## config.mk

```make
export PLATFORM = sky130hd
export DESIGN_NAME = note_sequencer
export DESIGN_NICKNAME = d
export VERILOG_FILES = /design/src/rtl/note_sequencer.sv
export SDC_FILE = /design/constraint.sdc
export NUM_CORES = 1
export LEC_CHECK = 0
export BUFFER_PORTS_ARGS = -buffer_cell sky130_fd_sc_hd__buf_4
export CORE_ASPECT_RATIO = 0.9
export CORE_MARGIN = 5
export CORE_UTILIZATION = 50
export CTS_BUF_LIST = sky130_fd_sc_hd__clkbuf_16
export DETAILED_ROUTE_END_ITERATION = 16
export PLACE_DENSITY = 0.74
export SYNTH_ARGS = -nofsm -noshare
export SYNTH_HDL_FRONTEND = slang
export SYNTH_SLANG_ARGS = --single-unit
```

## constraint.sdc

```tcl
create_clock -name clk50mhz -period 4.7 [get_ports clk50mhz]
set_input_delay 0.47 -clock clk50mhz [delete_from_list [all_inputs] [get_ports clk50mhz]]
set_output_delay 0.47 -clock clk50mhz [all_outputs]
set_load 0.02 [all_outputs]
```

## src/rtl/note_sequencer.sv

```systemverilog
// Queued tone engine: plays (note, length) requests back to back as 4-bit sine samples.
// All timing derives from clk50mhz through counter-based step enables.
module note_sequencer #(
    parameter int NUM_NOTES = 7,
    parameter int NOTE_W    = 3,
    parameter int DIV_W     = 16,
    parameter logic [NUM_NOTES*DIV_W-1:0] DIV_TABLE = {16'd2986, 16'd2660, 16'd2369, 16'd1993,
                                                       16'd1775, 16'd1582, 16'd1493},
    parameter int LEN_W     = 10,
    parameter int TICK_DIV  = 50000,
    parameter int QDEPTH    = 8
) (
    input  logic              clk50mhz,
    input  logic              reset_button,
    input  logic              note_valid,
    input  logic [NOTE_W-1:0] note_code,
    input  logic [LEN_W-1:0]  note_len,
    output logic              note_ready,
    input  logic              stop,
    output logic [3:0]        tono,
    output logic              busy,
    output logic [NOTE_W-1:0] playing_code,
    output logic              note_done,
    output logic              overflow
);
    localparam int QAW    = (QDEPTH > 1) ? $clog2(QDEPTH) : 1;
    localparam int CW     = QAW + 1;
    localparam int TICK_W = (TICK_DIV > 2) ? $clog2(TICK_DIV) : 1;

    typedef enum logic [1:0] {IDLE = 2'd0, LOAD = 2'd1, PLAY = 2'd2} state_t;

    // 32-entry sine table: round-half-up(7.5 + 7.5*sin(2*pi*k/32))
    function automatic logic [3:0] sine_rom(input logic [4:0] a);
        logic [3:0] v;
        case (a)
            5'd0:  v = 4'd8;   5'd1:  v = 4'd9;   5'd2:  v = 4'd10;  5'd3:  v = 4'd12;
            5'd4:  v = 4'd13;  5'd5:  v = 4'd14;  5'd6:  v = 4'd14;  5'd7:  v = 4'd15;
            5'd8:  v = 4'd15;  5'd9:  v = 4'd15;  5'd10: v = 4'd14;  5'd11: v = 4'd14;
            5'd12: v = 4'd13;  5'd13: v = 4'd12;  5'd14: v = 4'd10;  5'd15: v = 4'd9;
            5'd16: v = 4'd8;   5'd17: v = 4'd6;   5'd18: v = 4'd5;   5'd19: v = 4'd3;
            5'd20: v = 4'd2;   5'd21: v = 4'd1;   5'd22: v = 4'd1;   5'd23: v = 4'd0;
            5'd24: v = 4'd0;   5'd25: v = 4'd0;   5'd26: v = 4'd1;   5'd27: v = 4'd1;
            5'd28: v = 4'd2;   5'd29: v = 4'd3;   5'd30: v = 4'd5;   5'd31: v = 4'd6;
            default: v = 4'd8;
        endcase
        return v;
    endfunction

    function automatic logic code_playable(input logic [NOTE_W-1:0] code);
        return (int'(code) >= 1) && (int'(code) <= NUM_NOTES);
    endfunction

    // Divisors below 2 are raised to 2 so a step always spans at least two clocks
    function automatic logic [DIV_W-1:0] note_div(input logic [NOTE_W-1:0] code);
        logic [DIV_W-1:0] d;
        d = DIV_W'(2);
        for (int k = 1; k <= NUM_NOTES; k++) begin
            if (int'(code) == k) d = DIV_TABLE[(k-1)*DIV_W +: DIV_W];
            else                 d = d;
        end
        if (d < DIV_W'(2)) d = DIV_W'(2);
        else               d = d;
        return d;
    endfunction

    logic [NOTE_W-1:0] q_code_r [QDEPTH];
    logic [LEN_W-1:0]  q_len_r  [QDEPTH];
    logic [QAW-1:0]    wr_ptr_r, rd_ptr_r;
    logic [CW-1:0]     count_r, count_next_s;
    state_t            state_r, next_state_s;
    logic [NOTE_W-1:0] cur_code_r;
    logic [LEN_W-1:0]  cur_len_r, remaining_r;
    logic [DIV_W-1:0]  div_r, step_cnt_r;
    logic [TICK_W-1:0] tick_cnt_r;
    logic [4:0]        addr_r;
    logic              full_s, push_s, pop_s, done_s, overflow_s, tick_end_s;
    logic [3:0]        tono_r;
    logic              note_ready_r, busy_r, note_done_r, overflow_r;
    logic [NOTE_W-1:0] playing_code_r;

    // Queue control, FSM next state and pulse generation
    always_comb begin
        full_s       = (count_r == CW'(QDEPTH));
        push_s       = note_valid && !full_s && !stop;
        overflow_s   = note_valid && full_s && !stop;
        tick_end_s   = (tick_cnt_r == TICK_W'(TICK_DIV - 1));
        next_state_s = state_r;
        pop_s        = 1'b0;
        done_s       = 1'b0;
        case (state_r)
            IDLE: begin
                if (count_r != CW'(0)) begin
                    pop_s        = 1'b1;
                    next_state_s = LOAD;
                end else begin
                    next_state_s = IDLE;
                end
            end
            LOAD: begin
                if (cur_len_r == LEN_W'(0)) begin
                    done_s       = 1'b1;
                    pop_s        = (count_r != CW'(0));
                    next_state_s = pop_s ? LOAD : IDLE;
                end else begin
                    next_state_s = PLAY;
                end
            end
            PLAY: begin
                if (tick_end_s && remaining_r == LEN_W'(1)) begin
                    done_s       = 1'b1;
                    pop_s        = (count_r != CW'(0));
                    next_state_s = pop_s ? LOAD : IDLE;
                end else begin
                    next_state_s = PLAY;
                end
            end
            default: next_state_s = IDLE;
        endcase
        // A stop overrides everything, including a completion in the same cycle
        if (stop) begin
            next_state_s = IDLE;
            pop_s        = 1'b0;
            done_s       = 1'b0;
            count_next_s = CW'(0);
        end else begin
            count_next_s = count_r + CW'(push_s) - CW'(pop_s);
        end
    end

    // Queue storage (contents need no reset; pointers qualify them)
    always_ff @(posedge clk50mhz) begin
        if (push_s && !reset_button) begin
            q_code_r[wr_ptr_r] <= note_code;
            q_len_r[wr_ptr_r]  <= note_len;
        end
    end

    // Queue pointers and occupancy
    always_ff @(posedge clk50mhz) begin
        if (reset_button || stop) begin
            wr_ptr_r <= QAW'(0);
            rd_ptr_r <= QAW'(0);
            count_r  <= CW'(0);
        end else begin
            if (push_s) wr_ptr_r <= wr_ptr_r + QAW'(1);
            if (pop_s)  rd_ptr_r <= rd_ptr_r + QAW'(1);
            count_r <= count_next_s;
        end
    end

    // FSM state register
    always_ff @(posedge clk50mhz) begin
        if (reset_button) state_r <= IDLE;
        else              state_r <= next_state_s;
    end

    // Current note capture and playback counters
    always_ff @(posedge clk50mhz) begin
        if (reset_button) begin
            cur_code_r  <= NOTE_W'(0);
            cur_len_r   <= LEN_W'(0);
            div_r       <= DIV_W'(2);
            step_cnt_r  <= DIV_W'(0);
            tick_cnt_r  <= TICK_W'(0);
            remaining_r <= LEN_W'(0);
            addr_r      <= 5'd0;
        end else begin
            if (pop_s) begin
                cur_code_r <= q_code_r[rd_ptr_r];
                cur_len_r  <= q_len_r[rd_ptr_r];
            end
            if (state_r == LOAD) begin
                div_r       <= note_div(cur_code_r);
                step_cnt_r  <= DIV_W'(0);
                tick_cnt_r  <= TICK_W'(0);
                remaining_r <= cur_len_r;
                addr_r      <= 5'd0;
            end else if (state_r == PLAY) begin
                if (step_cnt_r == div_r - DIV_W'(1)) begin
                    step_cnt_r <= DIV_W'(0);
                    addr_r     <= addr_r + 5'd1;
                end else begin
                    step_cnt_r <= step_cnt_r + DIV_W'(1);
                end
                if (tick_end_s) begin
                    tick_cnt_r  <= TICK_W'(0);
                    remaining_r <= remaining_r - LEN_W'(1);
                end else begin
                    tick_cnt_r <= tick_cnt_r + TICK_W'(1);
                end
            end
        end
    end

    // Registered outputs
    always_ff @(posedge clk50mhz) begin
        if (reset_button) begin
            tono_r         <= 4'd8;
            note_ready_r   <= 1'b1;
            busy_r         <= 1'b0;
            playing_code_r <= NOTE_W'(0);
            note_done_r    <= 1'b0;
            overflow_r     <= 1'b0;
        end else begin
            if (state_r == PLAY && code_playable(cur_code_r) && !stop) tono_r <= sine_rom(addr_r);
            else                                                       tono_r <= 4'd8;
            note_ready_r   <= (count_next_s != CW'(QDEPTH));
            busy_r         <= (next_state_s != IDLE) || (count_next_s != CW'(0));
            playing_code_r <= (next_state_s == PLAY) ? cur_code_r : NOTE_W'(0);
            note_done_r    <= done_s;
            overflow_r     <= overflow_s;
        end
    end

    assign tono         = tono_r;
    assign note_ready   = note_ready_r;
    assign busy         = busy_r;
    assign playing_code = playing_code_r;
    assign note_done    = note_done_r;
    assign overflow     = overflow_r;
endmodule
```

==> results.yml, run 1 <==
setup_path:
  crit-reg2reg-capture: "busy"
  timing.reg2reg.setup_slack_ps: 940
  cp-end-kind: "register"
  path_delay_family: "simple AND/OR/NAND/NOR gates"
  worstPathArrival_ps: 4070
  critPathSlowestCell: "sky130_fd_sc_hd__or4b_2"
  timing.critical_path.cells: "or4b_2 > nor4_1 > buf_4 > and3_1 > o21ai_0 > a221oi_1 > ha_1 > inv_1 > ha_1 > fa_1 > nor2_1 > a21oi_1 > nor2_1 > a31oi_1"
  slowest_delay_ps: 590
  r2r.worst_path.cells: 14
  critical_path_buf_inv_count: 2
  criticalPathCategory: "register to register"
  cp_max_fo: 11
  reg_to_reg_critical_path_startpoint: "tick_cnt_r[6]"
  worst_ep_required_time_ps: 5000
  worstSetupStartpointType: "register"
clocking:
  worst_setup_hold_path_clk_slew_ps: 90
  htreeDepth: 4
  cts.sink_count: 199
  postCtsResizedCells: 0
  cts_root_buf: "sky130_fd_sc_hd__clkbuf_16"
  postCtsSetupBuffers: 0
  hold_buffers: 0
  worstSkewPairLatency_ps: 450
  tritoncts: "built"
  cts-buffers-inserted: 17
  cts_buffer_depth: 2
job:
  max_cap_viol_count: 0
routing:
  drt-total-wl_um: 17100
  avgViaCountPerCell: 5.46
  antenna_left: 0
  route.detailed.drc: 0
  vias: 5713
  initialDrtViolationCount: 427
  wire_per_inst_um: 16.3
  drtPass1Iterations: 5
placement:
  numPortBuffers: 27
  dp_hpwl_um: 10800
  gp_congestion: 0.910
  placed_cells_incl_taps: 1015
floorplanning:
  initial_core_util: 0.509
  core_area_um2: 17700
  num_rows: 46
  floorplan.io_pins: 28
  die_h_um: 137
  die-area_um2: 20800
  floorplan.die.width_um: 151
timing:
  max_slew.worst_pin.slew_ps: 1090
  fin_tns_setup_ps: 0
  setup_viol: 0
  final_report_hold_violation_count: 0
  min_period_ps: 3760
  achievable-frequency_mhz: 266
  rsz0062_at_grt: "no"
  slew_headroom: 0.273
  timing.final.max_slew_violations: 0
  fin_crit_sh: 0.801
  clock_skew_ps: 14.7
  fin_hold_ws_ps: 240
pwr:
  p_leak_nw: 3.39
  share_comb_of_total_power: 0.234
  internal_power_mw: 3.16
  pwr-share-clk: 0.323
  power.net_switching_mw: 1.53
  powerDensity_nw_per_um2: 469
  seq_power_share: 0.444
  vdd_drop_max_v: 0.000276
  total_power_mw: 4.69
  power_switching_share: 0.326
global_routing:
  antenna_found_initial: 0
  groute.usage.overall: 0.174
  first_global_vias: 5403
  grt_overflow_total: 0
  wire_length_of_the_first_global_routing_pass_um: 27900
  maximum_number_of_pins_on_one_net_before_global_route_repair: 46
hold_path:
  whs_endpoint: "q_code_r[6][2]"
  worstHoldPathType: "input pin to register"
  hp-start: "note_code[2]"
  worst_hold_path.num_cells: 1
yosys:
  synth.lib_cells_used.distinct: 59
  ys_ff_latch: 199
  synth_warn: 0
  syn-mean-instance-area_um2: 11.5
  yosysSeqAreaShare: 0.559
  ys_top_cells_by_area: "sky130_fd_sc_hd__edfxtp_1, sky130_fd_sc_hd__dfxtp_1, sky130_fd_sc_hd__mux4_2"
  synth_most_common_cell: "sky130_fd_sc_hd__nor2_1"
  synth_enable_flop_cells: 104
  ys_top_cells_by_count: "sky130_fd_sc_hd__nor2_1, sky130_fd_sc_hd__edfxtp_1, sky130_fd_sc_hd__dfxtp_1"
  synth.largest_area_cell: "sky130_fd_sc_hd__edfxtp_1"
  synth.cell_area_um2: 8990
  asyncSetResetFlopFracSynth: 0
  syn_nets: 825
  netlist.area_leader.share: 0.347
  number_of_instances_in_the_synthesized_netlist: 785
  dominantRegCellSynth: "sky130_fd_sc_hd__edfxtp_1"
finish:
  fin_util: 0.566
  multi_input_comb_area_um2: 3680
  antenna_cells_inserted: 0
  area_growth_pct: 11.2
  sequential_cell_area_um2: 5030
  finish.cell_count_without_fillers: 1047
  fillCellCount: 1460
  post_route_cells_drive_above_1_share: 0.140
  final_stage_net_count: 834
outcome:
  run_status: "complete, no violations"
cell families (layout without fill, tap and decap cells):
group / count (synthesis) / after routing / share of synthesized area
flops: 199 / 199 / 0.559
compound gates: 101 / 101 / 0.0762
fa+ha+maj: 23 / 23 / 0.0328
mux: 51 / 51 / 0.0929
buf+inv: 74 / 96 / 0.0342
simple gates: 292 / 292 / 0.161
xor+xnor: 45 / 45 / 0.0438
power groups by stage:
stage	Clock [mW]	Combinational, mW	Sequential [mW]
after floorplan	0	0.942	2.03
after global placement	0	1.07	2.12
after detailed placement	0	1.09	2.12
after CTS	1.54	1.10	2.08
after global routing	1.62	1.23	2.11
final	1.51	1.10	2.08
worst reg2reg max path: stages (launching register included):
cell and delay, ps:
sky130_fd_sc_hd__dfxtp_1 400, sky130_fd_sc_hd__or4b_2 600, sky130_fd_sc_hd__nor4_1 320, sky130_fd_sc_hd__buf_4 230
sky130_fd_sc_hd__and3_1 180, sky130_fd_sc_hd__o21ai_0 80, sky130_fd_sc_hd__a221oi_1 470, sky130_fd_sc_hd__ha_1 310
sky130_fd_sc_hd__inv_1 50, sky130_fd_sc_hd__ha_1 170, sky130_fd_sc_hd__fa_1 440, sky130_fd_sc_hd__nor2_1 120
sky130_fd_sc_hd__a21oi_1 80, sky130_fd_sc_hd__nor2_1 90, sky130_fd_sc_hd__a31oi_1 80
placed cells by master (no fill, tap or decap), types with 6 or more instances in the layout:
cell,Yosys,routed
sky130_fd_sc_hd__nand2_1,49,49
sky130_fd_sc_hd__xnor2_1,17,17
sky130_fd_sc_hd__mux2i_1,25,25
sky130_fd_sc_hd__nand4_1,19,19
sky130_fd_sc_hd__a211oi_1,21,21
sky130_fd_sc_hd__nor2_1,111,108
sky130_fd_sc_hd__and3_1,10,10
sky130_fd_sc_hd__or3_1,6,6
sky130_fd_sc_hd__nor2b_1,7,7
sky130_fd_sc_hd__clkbuf_16,0,17
sky130_fd_sc_hd__buf_4,0,35
sky130_fd_sc_hd__ha_1,22,22
sky130_fd_sc_hd__xor2_1,28,28
sky130_fd_sc_hd__nor3_1,19,17
sky130_fd_sc_hd__nand3b_1,8,8
sky130_fd_sc_hd__dfxtp_1,95,94
sky130_fd_sc_hd__mux4_2,26,26
sky130_fd_sc_hd__a21oi_1,26,26
sky130_fd_sc_hd__inv_1,29,29
sky130_fd_sc_hd__edfxtp_1,104,104
sky130_fd_sc_hd__o21ai_0,16,16
sky130_fd_sc_hd__nand3_1,21,21
sky130_fd_sc_hd__nor4_1,6,6
sky130_fd_sc_hd__and4_1,6,6
worst max-delay path by stage:
stage	startpoint	end	slack, ps	depth (start not counted)
after floorplan	tick_cnt_r[4]	busy	1420	13
after global placement	tick_cnt_r[11]	busy	1020	14
after detailed placement	tick_cnt_r[11]	busy	940	14
after CTS	tick_cnt_r[11]	busy	910	14
after global routing	tick_cnt_r[11]	busy	620	14
final	tick_cnt_r[6]	busy	940	14
registers in the layout, indices dropped and copies added (netlist names), 4 cells and up:
name,flops
q_len_r,80
q_code_r,24
step_cnt_r,16
tick_cnt_r,16
div_r,12
cur_len_r,10
remaining_r,10
addr_r,5
count_r,4
tono,4
layer usage:
metal / vias up / track usage / wire length [µm]
met5: - / 0 / 0
met4: 0 / 0.0453 / 183
met3: 17 / 0.0451 / 621
met2: 87 / 0.277 / 8100
met1: 2723 / 0.239 / 8160
li1: 2886 / - / -
metrics by stage:
stage / setup WS (ps) / instance area [µm²]
2_1_floorplan: 1420 / 8990
3_3_place_gp: 1020 / 9380
3_5_place_dp: 942 / 9380
4_1_cts: 908 / 10000
5_1_grt: 621 / 10000
6_report: 935 / 10000
final cells by class:
class                           instances  area share
Timing Repair Buffer                   35      0.0263
Clock inverter                         15      0.0199
Clock buffer                           17      0.0425
Sequential cell                       199       0.503
Multi-Input combinational cell        512       0.368
Tap cell                              240      0.0300
Inverter                               29      0.0109
Power figures use the tool's default switching activity.
==> inputs of run 2 (changes only) <==
--- a/config.mk
+++ b/config.mk
@@ -5,6 +5,7 @@
 export SDC_FILE = /design/constraint.sdc
 export NUM_CORES = 1
 export LEC_CHECK = 0
+export ABC_AREA = 1
 export BUFFER_PORTS_ARGS = -buffer_cell sky130_fd_sc_hd__buf_4
 export CORE_ASPECT_RATIO = 0.9
 export CORE_MARGIN = 5
==> constraint.sdc (replaced) <==
create_clock -name clk50mhz -period 3.62 [get_ports clk50mhz]
set_input_delay 0.362 -clock clk50mhz [delete_from_list [all_inputs] [get_ports clk50mhz]]
set_output_delay 0.362 -clock clk50mhz [all_outputs]
set_load 0.02 [all_outputs]
==> run 2 against run 1 <==
  * Via count grew 34%
  * Clock power rose by 34%
  * Core utilization decreased by 0.22 points
  * Register-to-register slack worse by 510 ps
  * Die area is 6.7% higher
  * Clock-buffer cell count stayed put
  * Sequential power up 25%
  * Synthesized area increased by 7.2%
  * Global-route usage grew 2.3 points
  * Largest power group unchanged
  * Critical endpoint unchanged
  * Power grew 36%
  * Non-clock buffer count rose by 7
  * Cell count increased by 35%
==> results.yml, run 2 <==
yosys:
  number_of_instances_in_the_synthesized_netlist: 1130
  yosysSeqAreaShare: 0.521
  netlist.area_leader.share: 0.324
  dominantRegCellSynth: "sky130_fd_sc_hd__edfxtp_1"
  ys_top_cells_by_count: "sky130_fd_sc_hd__nand2_1, sky130_fd_sc_hd__nand3_1, sky130_fd_sc_hd__edfxtp_1"
  synth_enable_flop_cells: 104
  syn_nets: 1170
  synth.lib_cells_used.distinct: 55
  asyncSetResetFlopFracSynth: 0
  ys_ff_latch: 199
  syn-mean-instance-area_um2: 8.54
  synth.cell_area_um2: 9650
  ys_top_cells_by_area: "sky130_fd_sc_hd__edfxtp_1, sky130_fd_sc_hd__dfxtp_1, sky130_fd_sc_hd__nand2_1"
  synth_most_common_cell: "sky130_fd_sc_hd__nand2_1"
  synth.largest_area_cell: "sky130_fd_sc_hd__edfxtp_1"
  synth_warn: 0
job:
  max_cap_viol_count: 0
finish:
  antenna_cells_inserted: 0
  mostFrequentLayoutCells: "sky130_fd_sc_hd__nand2_1, sky130_fd_sc_hd__nand3_1, sky130_fd_sc_hd__edfxtp_1"
  area_growth_pct: 11.6
  layout.cells.most_common: "sky130_fd_sc_hd__nand2_1"
  post_route_cells_drive_above_1_share: 0.126
  registers_with_the_most_flip_flops: "q_len_r x80, q_code_r x24"
  regMostFlops: "q_len_r"
  largest_reg_flops: 80
  layout.cell_area.non_filler_um2: 10800
  final_stage_net_count: 1195
  fin_util: 0.564
timing:
  fin_tns_setup_ps: 0
  achievable-frequency_mhz: 313
  clock_skew_ps: 13.8
  rsz0062_at_grt: "no"
  setup_viol: 0
  fin_crit_sh: 0.882
  worst_slack_ps: 427
  final_report_hold_violation_count: 0
  slew_headroom: 0.392
  min_period_ps: 3190
  timing.final.max_slew_violations: 0
  max_slew.worst_pin.slew_ps: 910
clocking:
  tritoncts: "built"
  postCtsSetupBuffers: 0
  cts_root_buf: "sky130_fd_sc_hd__clkbuf_16"
  worst_setup_hold_path_clk_slew_ps: 90
  cts-buffers-inserted: 17
  cts_buffer_depth: 2
  hold_buffers: 0
  worstSkewPairLatency_ps: 440
  postCtsResizedCells: 0
  htreeDepth: 4
  cts.sink_count: 199
setup_path:
  critPathSlowestCell: "sky130_fd_sc_hd__fa_1"
  most_common_cell_type_on_the_critical_path: "sky130_fd_sc_hd__nand2_1"
  crit-reg2reg-capture: "busy"
  reg_to_reg_critical_path_startpoint: "tick_cnt_r[0]"
  r2r.worst_path.cells: 15
  cp-end-kind: "register"
  timing.critical_path.cells: "ha_1 > nand2_1 > nor4_2 > nand2_1 > nand2_1 > nand2_2 > a21oi_1 > ha_1 > inv_1 > ha_1 > fa_1 > o31ai_1 > nand2_1 > a21oi_1 > a21oi_1"
  criticalPathCategory: "register to register"
  cp_max_fo: 4
  worst_ep_required_time_ps: 3940
  timing.reg2reg.setup_slack_ps: 430
  worstPathArrival_ps: 3520
  worstSetupStartpointType: "register"
  slowest_delay_ps: 450
pwr:
  powerDensity_nw_per_um2: 592
  power_switching_share: 0.365
  share_comb_of_total_power: 0.278
  internal_power_mw: 4.05
  vdd_drop_max_v: 0.000417
  power.net_switching_mw: 2.32
  p_leak_nw: 4.24
  seq_power_share: 0.406
  pwr-share-clk: 0.316
routing:
  wire_per_inst_um: 14.7
  initialDrtViolationCount: 615
  avgViaCountPerCell: 5.38
  vias: 7634
  antenna_left: 0
  drt-total-wl_um: 20800
  route.detailed.drc: 0
  drtPass1Iterations: 6
outcome:
  run_status: "complete, no violations"
global_routing:
  first_global_vias: 7310
  maximum_number_of_pins_on_one_net_before_global_route_repair: 55
  grt_overflow_total: 0
  groute.usage.overall: 0.197
  antenna_found_initial: 0
  wire_length_of_the_first_global_routing_pass_um: 35400
floorplanning:
  core_area_um2: 19100
  num_rows: 48
  die-area_um2: 22200
  floorplan.die.width_um: 156
  initial_core_util: 0.505
  floorplan.io_pins: 28
  die_h_um: 142
placement:
  detailedPlace.worstSlack_ps: 494
  post_dp_cell_area_um2: 10100
  gp_congestion: 0.871
  dp_hpwl_um: 14000
  numPortBuffers: 27
hold_path:
  whs_endpoint: "q_len_r[2][6]"
  worstHoldPathType: "input pin to register"
  worst_hold_path.num_cells: 1
  hp-start: "note_len[6]"
## run 2: worst max-delay path by stage
stage,from,slack (ps),end,cells past startpoint
floorplan,tick_cnt_r[0],810,busy,15
global placement,tick_cnt_r[0],600,busy,15
detailed placement,tick_cnt_r[0],490,busy,15
CTS,tick_cnt_r[0],410,busy,15
global route,tick_cnt_r[0],110,busy,15
finish,tick_cnt_r[0],430,busy,15
## run 2: cell families (layout without fill, tap and decap cells)
family	Yosys count	count (layout)	share of synthesized area
AND/OR/NAND/NOR	619	619	0.302
XOR/XNOR	18	18	0.0163
flip-flops	199	199	0.521
adder cells (fa/ha/maj)	23	23	0.0306
AO/OA/AOI/OAI	125	125	0.0702
buffers and inverters	146	184	0.0597
## run 2: layout make-up
| cell class | instances | area, µm² |
|---|---|---|
| fillers | 1698 | 8330 |
| clock buffers | 17 | 425 |
| inverters | 110 | 413 |
| well taps | 250 | 313 |
| flip-flops and latches | 199 | 5030 |
| repair buffers | 42 | 315 |
| clock inverters | 15 | 230 |
| multi-input cells | 785 | 4050 |
## run 2: per-stage QoR
step                      hold slack [ps]  total power [mW]  cells
final                                 142              6.37   1418
after global routing                  137              6.78   1418
after CTS                             127              6.40   1418
after global placement                441              4.35   1386
after floorplan                       404              4.00   1130
after detailed placement              443              4.39   1386
## run 2: worst max-delay path: cells and delay by family (launching register included)
kind | cells | cell delay [ps]
adder cells (fa/ha/maj) | 4 | 1090
AND/OR/NAND/NOR | 6 | 850
AO/OA/AOI/OAI | 4 | 720
flip-flops | 1 | 380
buffers and inverters | 1 | 50
## run 2: metal layers
layer,vias to the layer above,global-route usage,share of wire
li1,3838,-,-
met1,3567,0.278,0.47
met2,209,0.314,0.46
met3,20,0.0363,0.052
met4,0,0.0539,0.013
met5,-,0,0
## run 2: power by group through the flow
stage	clock, mW	sequential, mW	combinational [mW]
detailed placement	0	2.64	1.75
global placement	0	2.63	1.71
finish	2.02	2.59	1.77
CTS	2.04	2.58	1.77
floorplan	0	2.62	1.38
global route	2.15	2.60	2.03
